$ cat config.mk
export PLATFORM = sky130hd
export DESIGN_NAME = opponent_state_decoder
export DESIGN_NICKNAME = d
export VERILOG_FILES = /design/src/rtl/racer_net_pkg.sv /design/src/rtl/net_checksum16.sv /design/src/rtl/opponent_state_decoder.sv
export SDC_FILE = /design/constraint.sdc
export NUM_CORES = 1
export LEC_CHECK = 0
export ABC_AREA = 1
export BUFFER_PORTS_ARGS = -buffer_cell sky130_fd_sc_hd__buf_2
export CAP_MARGIN = 10
export CORE_ASPECT_RATIO = 0.8
export CORE_MARGIN = 1
export CORE_UTILIZATION = 30
export CTS_BUF_LIST = sky130_fd_sc_hd__clkbuf_2 sky130_fd_sc_hd__clkbuf_4 sky130_fd_sc_hd__clkbuf_8
export DETAILED_ROUTE_END_ITERATION = 12
export PLACE_DENSITY = 0.48
export SETUP_SLACK_MARGIN = 0.15
export SYNTH_ARGS = -nofsm -noshare
export SYNTH_HDL_FRONTEND = slang
export SYNTH_SLANG_ARGS = --single-unit
$ cat constraint.sdc
create_clock -name clk_in -period 11.4 [get_ports clk_in]
set_clock_uncertainty 0.2 [all_clocks]
set_input_delay 0 -clock clk_in [delete_from_list [all_inputs] [get_ports clk_in]]
set_output_delay 0 -clock clk_in [all_outputs]
set_load 0.02 [all_outputs]
$ cat src/rtl/racer_net_pkg.sv
// ----------------------------------------------------------------------------
// racer_net_pkg
// Shared definitions for the racer-state network link. Used by both the
// game-state transmitter and the opponent_state_decoder receiver.
//   - NET_MAGIC       : upper half of every packet header word (W0)
//   - *_LSB           : bit offsets of each field inside its packet word
//   - racer_state_t   : committed opponent state as seen by the renderers
//   - net_rx_state_t  : receiver framing FSM states
// Packet layout:
//   W0 = {magic[15:0], seq[7:0], 8'h00}
//   W1 = {x[10:0], y[10:0], stat[1:0], 8'h00}
//   W2 = {dir[8:0], 7'h0, csum[15:0]}
// ----------------------------------------------------------------------------
package racer_net_pkg;

   localparam logic [15:0] NET_MAGIC = 16'hA5C3;

   // W0 fields
   localparam int unsigned SEQ_LSB  = 8;
   // W1 fields
   localparam int unsigned X_LSB    = 21;
   localparam int unsigned Y_LSB    = 10;
   localparam int unsigned STAT_LSB = 8;
   // W2 fields
   localparam int unsigned DIR_LSB  = 23;

   // Headings are whole degrees; anything at or above this is malformed.
   localparam logic [8:0] DIR_LIMIT = 9'd360;

   typedef struct packed {
      logic [10:0] x;
      logic [10:0] y;
      logic [8:0]  dir;
      logic [1:0]  stat;
   } racer_state_t;

   typedef enum logic [1:0] {
      S_HDR,
      S_POS,
      S_DIR,
      S_CHECK
   } net_rx_state_t;

endpackage

$ cat src/rtl/net_checksum16.sv
// ----------------------------------------------------------------------------
// net_checksum16
// Running modulo-2^16 packet checksum, accumulated one word per cycle.
// Ports:
//   clk_in     : clock
//   rst_n_in   : synchronous active-low reset
//   clr        : restart the sum (combines with an add in the same cycle,
//                so the first word of a packet is summed as it arrives)
//   add_word   : add word[31:16] + word[15:0]
//   add_upper  : add word[31:16] only (add_word takes priority)
//   word       : 32-bit input word
//   sum        : current accumulated sum
// ----------------------------------------------------------------------------
module net_checksum16 (
   input  logic        clk_in,
   input  logic        rst_n_in,
   input  logic        clr,
   input  logic        add_word,
   input  logic        add_upper,
   input  logic [31:0] word,
   output logic [15:0] sum
);

   logic [15:0] addend;
   logic [15:0] base;

   // NOTE: every signal assigned in always_comb gets a default first, so no
   // path through the block can leave it unassigned and infer a latch.
   always_comb begin
      addend = 16'h0000;
      if (add_word) begin
         addend = word[31:16] + word[15:0];
      end else if (add_upper) begin
         addend = word[31:16];
      end
      base = clr ? 16'h0000 : sum;
   end

   // NOTE: sequential state uses non-blocking assignments only, so every
   // register samples the pre-edge values of its inputs.
   always_ff @(posedge clk_in) begin
      if (!rst_n_in) begin
         sum <= 16'h0000;
      end else if (clr || add_word || add_upper) begin
         sum <= base + addend;
      end
   end

endmodule

$ cat src/rtl/opponent_state_decoder.sv
// ----------------------------------------------------------------------------
// opponent_state_decoder
// Frames 3-word racer-state packets from the Ethernet receiver word stream,
// validates them (checksum, heading range, optional sequence window) and
// holds the last committed opponent state for the view renderers.
// Optional feature macro: SEQ_CHECK_EN -- when defined, a packet commits only
// if its sequence number is 1..127 ahead of the last committed one.
// Parameters:
//   WORD_TIMEOUT : max idle cycles between words inside one packet
//   LINK_TIMEOUT : cycles without a commit before link_alive drops
// Ports:
//   clk_in        : eth_refclk, 50 MHz
//   rst_n_in      : synchronous active-low reset
//   axiov, axiod  : received word valid / data (no backpressure)
//   opponent_x/y  : committed position
//   opponent_dir  : committed heading, 0..359
//   opponent_stat : committed game status
//   state_valid   : a packet has been committed since reset
//   update_out    : one-cycle pulse per commit
//   link_alive    : a commit happened within the last LINK_TIMEOUT cycles
//   err_count     : saturating count of checksum/range/timeout rejects
//   stale_count   : saturating count of sequence rejects
// ----------------------------------------------------------------------------
module opponent_state_decoder
   import racer_net_pkg::*;
#(
   parameter int unsigned WORD_TIMEOUT = 64,
   parameter int unsigned LINK_TIMEOUT = 25_000_000
) (
   input  logic        clk_in,
   input  logic        rst_n_in,
   input  logic        axiov,
   input  logic [31:0] axiod,
   output logic [10:0] opponent_x,
   output logic [10:0] opponent_y,
   output logic [8:0]  opponent_dir,
   output logic [1:0]  opponent_stat,
   output logic        state_valid,
   output logic        update_out,
   output logic        link_alive,
   output logic [7:0]  err_count,
   output logic [7:0]  stale_count
);

   localparam int unsigned IDLE_W = $clog2(WORD_TIMEOUT + 1);
   localparam int unsigned LINK_W = $clog2(LINK_TIMEOUT + 1);
   localparam logic [IDLE_W-1:0] IDLE_LAST = IDLE_W'(WORD_TIMEOUT - 1);
   localparam logic [LINK_W-1:0] LINK_MAX  = LINK_W'(LINK_TIMEOUT);

   net_rx_state_t     state, state_next;
   logic [IDLE_W-1:0] idle_cnt;
   logic [LINK_W-1:0] link_cnt;
   racer_state_t      opp_q;

   // Payload captured while framing
   logic [10:0] rx_x, rx_y;
   logic [1:0]  rx_stat;
   logic [8:0]  rx_dir;
   logic [15:0] rx_csum;

   // FSM strobes
   logic ld_hdr, ld_w1, ld_w2, word_timeout, do_check;
   logic [15:0] cs_sum;

   logic pkt_ok, seq_ok, commit, reject;

   net_checksum16 u_csum (
      .clk_in    (clk_in),
      .rst_n_in  (rst_n_in),
      .clr       (ld_hdr),
      .add_word  (ld_hdr || ld_w1),
      .add_upper (ld_w2),
      .word      (axiod),
      .sum       (cs_sum)
   );

   // ---------------- framing FSM ----------------
   always_ff @(posedge clk_in) begin
      if (!rst_n_in) begin
         state <= S_HDR;
      end else begin
         state <= state_next;
      end
   end

   always_comb begin
      state_next   = state;
      ld_hdr       = 1'b0;
      ld_w1        = 1'b0;
      ld_w2        = 1'b0;
      word_timeout = 1'b0;
      do_check     = 1'b0;
      unique case (state)
         S_HDR: begin
            if (axiov && axiod[31:16] == NET_MAGIC) begin
               ld_hdr     = 1'b1;
               state_next = S_POS;
            end
         end
         S_POS: begin
            // An arriving word always beats an expiring idle count.
            if (axiov) begin
               ld_w1      = 1'b1;
               state_next = S_DIR;
            end else if (idle_cnt == IDLE_LAST) begin
               word_timeout = 1'b1;
               state_next   = S_HDR;
            end
         end
         S_DIR: begin
            if (axiov) begin
               ld_w2      = 1'b1;
               state_next = S_CHECK;
            end else if (idle_cnt == IDLE_LAST) begin
               word_timeout = 1'b1;
               state_next   = S_HDR;
            end
         end
         S_CHECK: begin
            // axiov is deliberately ignored here; a word in this cycle is lost.
            do_check   = 1'b1;
            state_next = S_HDR;
         end
         default: state_next = S_HDR;
      endcase
   end

   // ---------------- packet validation ----------------
   assign pkt_ok = (cs_sum == rx_csum) && (rx_dir < DIR_LIMIT);
   assign commit = do_check && pkt_ok && seq_ok;
   assign reject = do_check && !pkt_ok;

`ifdef SEQ_CHECK_EN
   logic [7:0] rx_seq, last_seq, seq_diff;
   logic       have_seq;

   // Forward distance modulo 256; accepted only in the "ahead" half-window.
   assign seq_diff = rx_seq - last_seq;
   assign seq_ok   = !have_seq || (seq_diff != 8'd0 && !seq_diff[7]);

   always_ff @(posedge clk_in) begin
      if (!rst_n_in) begin
         rx_seq      <= 8'd0;
         last_seq    <= 8'd0;
         have_seq    <= 1'b0;
         stale_count <= 8'd0;
      end else begin
         if (ld_hdr) begin
            rx_seq <= axiod[SEQ_LSB +: 8];
         end
         if (commit) begin
            last_seq <= rx_seq;
            have_seq <= 1'b1;
         end
         if (do_check && pkt_ok && !seq_ok && stale_count != 8'hFF) begin
            stale_count <= stale_count + 8'd1;
         end
      end
   end
`else
   assign seq_ok      = 1'b1;
   assign stale_count = 8'd0;
`endif

   // NOTE: payload capture registers carry no reset: they are always
   // rewritten before S_CHECK reads them, so reset would only add fan-out.
   always_ff @(posedge clk_in) begin
      if (ld_w1) begin
         rx_x    <= axiod[X_LSB +: 11];
         rx_y    <= axiod[Y_LSB +: 11];
         rx_stat <= axiod[STAT_LSB +: 2];
      end
      if (ld_w2) begin
         rx_dir  <= axiod[DIR_LSB +: 9];
         rx_csum <= axiod[15:0];
      end
   end

   // ---------------- committed state, counters ----------------
   always_ff @(posedge clk_in) begin
      if (!rst_n_in) begin
         idle_cnt    <= '0;
         opp_q       <= '0;
         state_valid <= 1'b0;
         update_out  <= 1'b0;
         link_cnt    <= LINK_MAX;
         err_count   <= 8'd0;
      end else begin
         // Counts consecutive idle cycles while mid-packet only.
         if ((state == S_POS || state == S_DIR) && !axiov && !word_timeout) begin
            idle_cnt <= idle_cnt + 1'b1;
         end else begin
            idle_cnt <= '0;
         end

         update_out <= commit;
         if (commit) begin
            opp_q       <= '{x: rx_x, y: rx_y, dir: rx_dir, stat: rx_stat};
            state_valid <= 1'b1;
            link_cnt    <= '0;
         end else if (link_cnt != LINK_MAX) begin
            link_cnt <= link_cnt + 1'b1;
         end

         if ((reject || word_timeout) && err_count != 8'hFF) begin
            err_count <= err_count + 8'd1;
         end
      end
   end

   assign opponent_x    = opp_q.x;
   assign opponent_y    = opp_q.y;
   assign opponent_dir  = opp_q.dir;
   assign opponent_stat = opp_q.stat;
   assign link_alive    = (link_cnt < LINK_MAX);

endmodule
==> run metrics, run 1 <==
drt initial violations 373; pre-CTS setup slack 7670 ps; Initial Utilization 30.4%; multiplexer share of the synthesized area 0%; post-synth top area share 24.2%; Seq/Total Area, Yosys 43.4%; finished layout cell area 9110 sq um; pin count of the biggest net entering global routing 69; M3 GR Usage 3.34%; Int Pwr 0.000866 W; GP Congestion 0.846; Synth Cell Area 7690 sq um; main combinational cell family by area after synthesis simple AND/OR/NAND/NOR gates; grt total ovfl 0; # Post-CTS Setup Buffers 0; Ys Warns 0; Hold Slack 95.5 ps; HP Class primary input to flop; Setup CP Type primary input to flop; Pwr per Cell Area 140 nW/um^2; switching share of power 32.2%; All-Layer GR Usage 16.5%; Slew HR 41.3%; Max FO, Critical Path 17; count of cell types in the netlist 49; vias 6,523; # DRC 0; asr flop ratio synth 0%; Worst Setup End Kind flop; clock share of power 32.2%; Startpoint Class primary input; Final WS setup 7630 ps; ANT nets after route 0; initial antenna violation count 0; Root Buffer clkbuf_8; I/O pin count 87; Reg area 3330 sq um; Total Nets Final 1,173; Avg Synthesized Cell Area 7.81 sq um; WL per Instance 14.4 um; clock sinks 142; Worst Max-Slew Pin Slew 878 ps; ANT cells 0; maximum clock rate 265 MHz; die area 26,300 sq um; met1 Use GR 24.5%; cell taking the most area after synthesis dfxtp_1; Synth Flop Type dfxtp_1; fin. max-slew vios 0; GRT Max-Usage Layer met1; synth top area cells dfxtp_1 24%, edfxtp_1 19%, nand2_1 13%; Synth Instances 984; Max VDD drop 0.0664 mV; IO buf count 78; flip-flop and latch count after synthesis 142; Reg power frac 45.9%; drt total wl 20,600 um; post-synthesis adder-cell area fraction 6.87%; first-pass GRT wire length 34,000 um; Synth Area in Simple Gates 26.8%; final hold vios 0; met2 GRT Util 23.9%; endpoints failing setup 0; Clock Path Buffers 2; placed inst area 8340 sq um; layout cell share with drive strength beyond 1 12.3%; fill count 2,629; H-tree depth 4; Die Span X 181 um; CTS Buf Count 17; RSZ-0062 raised after global routing no; leakage 4.28 nW; Vias/cell 4.55; CTS tree built; core area 25,200 sq um; CP Data Arrival Time 3950 ps; register clock-pin slew on the reported worst setup and hold paths 90 ps; HPWL after DPL 15,100 um; row cnt 52; Synth Area in XOR/XNOR 5.70%; critical path data required time 11,580 ps; fin crit period 3770 ps; area of the multi-input gates 3780 sq um; status finished clean; Tcrit/Tclk final 33.1%; clk_lat worst skew 460 ps; combinational share of power 22.0%; Layout area overhead 18.5%; setup TNS 0 ps; Detailed Routing Iterations Pass 1 7; Max Cap Viol 0; vias in the first global route 6,332; Synth Area in Compound Gates 9.38%; Die H 145 um; total net switching power 0.000411 W; number of synthesized flops with an enable pin 49
## worst max-delay path: stages
cell           delay [ps]
dlygate4sd3_1         530
buf_2                 170
nand2_1                70
nor2_1                140
nand2_1                80
nor2_2                180
nand3_4               240
nand2_4               270
inv_2                 160
nand2_4                90
inv_2                  80
a22o_1                190
ha_1                  210
fa_1                  400
nand2_1                80
nand2_1                50
o21ai_0               180
nor2_1                110
o21ai_0               390
nand3_1               140
a31oi_1               200
## cells in the final DEF (no fill, tap or decap), types with 3 or more instances in the layout
cell type      Yosys  final
a21oi_1           65     65
a31oi_1            5      5
and3_1             3      3
buf_2              3     78
buf_4             12      3
clkbuf_8           0     17
clkinv_2           0      3
conb_1             1      8
dfxtp_1           93     93
dlygate4sd3_1      0     35
edfxtp_1          49     49
ha_1              39     39
inv_1            105    105
inv_2              4      4
inv_4              0      3
nand2_1          270    270
nand3_1           82     82
nand3b_1           3      3
nand4_1            8      8
nor2_1            74     74
nor2_2             4      4
nor3_1            19     19
o21ai_0           35     35
o21ai_1            6      6
o21bai_1           5      5
or2_2              4      4
xnor2_1           16     16
xor2_1            34     34
## area by class of cell
| cell class | instances | area share, % |
|---|---|---|
| Multi-Input combinational cell | 709 | 41.5 |
| Timing Repair Buffer | 117 | 8.68 |
| Inverter | 110 | 4.53 |
| Clock buffer | 19 | 2.73 |
| Tap cell | 324 | 4.45 |
| Sequential cell | 142 | 36.6 |
| Clock inverter | 13 | 1.50 |
## logic make-up (layout without fill, tap and decap cells)
group / Yosys count / after routing
flip-flops: 142 / 142
XOR/XNOR: 50 / 50
adder cells (fa/ha/maj): 41 / 41
buffers and inverters: 140 / 259
AND/OR/NAND/NOR: 479 / 479
AO/OA/AOI/OAI: 131 / 131
other: 1 / 8
## Yosys cell counts (9+ instances only)
| cell type | number |
|---|---|
| nor2_1 | 74 |
| xor2_1 | 34 |
| nor3_1 | 19 |
| a21oi_1 | 65 |
| o21ai_0 | 35 |
| clkbuf_1 | 9 |
| edfxtp_1 | 49 |
| nand2_1 | 270 |
| ha_1 | 39 |
| dfxtp_1 | 93 |
| inv_1 | 105 |
| buf_4 | 12 |
| nand3_1 | 82 |
| xnor2_1 | 16 |
## through the flow
stage	utilization, %	std cells	total power (W)
floorplan	-	991	0.000796
global placement	33.0	1366	0.000866
detailed placement	33.0	1366	0.000865
CTS	36.0	1433	0.00129
global route	36.1	1434	0.00136
finish	36.1	1434	0.00128
## repair_timing
action | 4_1_cts | 5_1_grt
endpoints found under the hold margin | 79 | 0
gates resized for setup | 0 | 0
hold buffers | 35 | 0
## sequential cells by signal, indices dropped and copies added, names as in the netlist
signal and flops:
err_count 8, idle_cnt 7, link_cnt 25, opponent_dir 9, opponent_stat 2, opponent_x 11, opponent_y 11, rx_csum 16
rx_dir 9, rx_stat 2, rx_x 11, rx_y 11, state 2, state_valid 1, u_csum.sum 16, update_out 1
## routing by layer
| metal | vias up | routed length, um |
|---|---|---|
| li1 | 3437 | - |
| met1 | 2938 | 11200 |
| met2 | 127 | 8290 |
| met3 | 21 | 875 |
| met4 | 0 | 293 |
| met5 | - | 0 |
## power by group through the flow
stage / sequential [W] / clock [W] / combinational [W]
2_1_floorplan: 0.000590 / 0 / 0.000207
3_3_place_gp: 0.000598 / 0 / 0.000268
3_5_place_dp: 0.000598 / 0 / 0.000267
4_1_cts: 0.000586 / 0.000425 / 0.000279
5_1_grt: 0.000590 / 0.000444 / 0.000325
6_report: 0.000586 / 0.000411 / 0.000281
## worst paths after layout
check        startpoint              to  slack (ps)  depth (start not counted)
max reg2reg    state[0]  u_csum.sum[11]        7670                         20
max               axiov  u_csum.sum[14]        7630                         21
min            axiod[0]      rx_csum[0]         100                          2
min reg2reg     rx_y[9]   opponent_y[9]         240                          2
(Power assumes the default switching activity.)
==> run 2, diff against run 1 <==
- clock period: 11.4 -> 3.7 ns (I/O delays scaled with it)
==> run metrics, run 2 (synthesis results as in run 1) <==
first-pass GRT wire length 33,000 um; Pwr per Cell Area 439 nW/um^2; clock sinks 142; Die H 145 um; number of flip-flops under the largest register name 25; WL per Instance 14.5 um; uppermost layer routed met4; CP Data Arrival Time 3490 ps; initial antenna violation count 1; clk_lat worst skew 480 ps; IO buf count 78; Reg area 3330 sq um; row cnt 52; GP Congestion 0.861; Hold Slack 77.6 ps; CTS tree built; critical path data required time 3870 ps; Root Buffer clkbuf_8; DR WL met2 8560 um; Die Span X 181 um; fill count 2,641; drt total wl 20,900 um; HPWL after DPL 15,200 um; Final WS setup 381 ps; largest reg by FF count link_cnt; maximum clock rate 301 MHz; All-Layer GR Usage 16.3%; CTS Buf Count 17; Clock Path Buffers 2; Max FO, Critical Path 5; # DRC 0; die area 26,300 sq um; Initial Utilization 30.4%; register clock-pin slew on the reported worst setup and hold paths 90 ps; Tcrit/Tclk final 89.7%; vias in the first global route 6,176; pre-CTS setup slack 253 ps; Max VDD drop 0.237 mV; Met3 Routed Length 762 um; drt initial violations 444; pin count of the biggest net entering global routing 54; setup TNS 0 ps; area of the multi-input gates 3850 sq um; fin. max-slew vios 0; Vias/cell 4.60; status finished clean; Worst Max-Slew Pin Slew 686 ps; Startpoint Class primary input; grt total ovfl 0; H-tree depth 4; fin crit period 3320 ps; most common cell after layout, fill and taps aside nand2_1; # Post-CTS Setup Buffers 0; Setup CP Type primary input to flop; Worst Setup End Kind flop; WL met1 11,200 um; Max Cap Viol 0; layout cell share with drive strength beyond 1 14.3%; vias 6,627; commonest cells after routing, fill and taps aside 267 x nand2_1, 105 x inv_1, 93 x dfxtp_1; Layout area overhead 20.3%; RSZ-0062 raised after global routing no; leakage 4.30 nW; I/O pin count 87; final hold vios 0; HP Class primary input to flop; Slew HR 54.2%; ANT nets after route 0; core area 25,200 sq um; Total Nets Final 1,179; endpoints failing setup 0; Detailed Routing Iterations Pass 1 5; Regs by FF count link_cnt x25, rx_csum x16, u_csum.sum x16
## run 2: worst max-delay path, cell delays in order
cell and delay [ps]:
dlygate4sd3_1 520, buf_2 140, ha_2 180, inv_1 50, fa_1 390, nand3b_1 180
nand2_2 100, a21oi_2 110, o21bai_2 210, nand3_1 110, nand2_1 70, nand2_1 50
nand3_1 70, nand2_1 100, ha_4 310, nand2_1 70, nor2_2 110, and3_1 160
nand2_1 80, nand2_1 80, nand2_1 50, nand2_1 80, inv_1 40, nand2_1 60
nand3_1 60, nand2_1 70, inv_1 40
## run 2: stage by stage
stage               cell area, sq um  total power [W]  cells  util [%]
floorplan                       7710          0.00245    991         -
global placement                8400          0.00268   1374      33.3
detailed placement              8400          0.00268   1374      33.3
CTS                             9180          0.00409   1440      36.3
global route                    9250          0.00429   1441      36.6
finish                          9250          0.00406   1441      36.6
## run 2: repair_timing
item	in CTS	in global routing
endpoints found under the hold margin	83	0
resized for setup	0	18
endpoints found under the setup margin	0	6
hold buffers	34	0
## run 2: final timing paths
path / start / to / slack, ps / cells after the start
hold / removal: axiod[4] / rx_csum[4] / 80 / 2
setup reg to reg: state[1] / u_csum.sum[15] / 470 / 24
hold reg to reg: rx_y[9] / opponent_y[9] / 240 / 2
setup / recovery: axiod[0] / u_csum.sum[15] / 380 / 27
## run 2: area by class of cell
cell class	count	share of cell area [%]
Antenna cell	1	0.0271
Clock buffer	20	2.91
Clock inverter	12	1.75
Inverter	110	4.48
Multi-Input combinational cell	709	41.6
Sequential cell	142	36.0
Tap cell	324	4.38
Timing Repair Buffer	123	8.82
## run 2: power breakdown
| group | leakage, nW | total, W | internal [W] | switching [W] |
|---|---|---|---|---|
| registers | 1.20 | 0.00180 | 0.00173 | 0.0000733 |
| logic | 2.89 | 0.000897 | 0.000341 | 0.000556 |
| clock network | 0.209 | 0.00136 | 0.000714 | 0.000649 |
## run 2: routing by layer
| metal | GRT usage [%] | vias to the layer above |
|---|---|---|
| met5 | 0 | - |
| met1 | 23.8 | 3013 |
| met4 | 5.25 | 0 |
| li1 | - | 3452 |
| met2 | 23.7 | 135 |
| met3 | 3.19 | 27 |
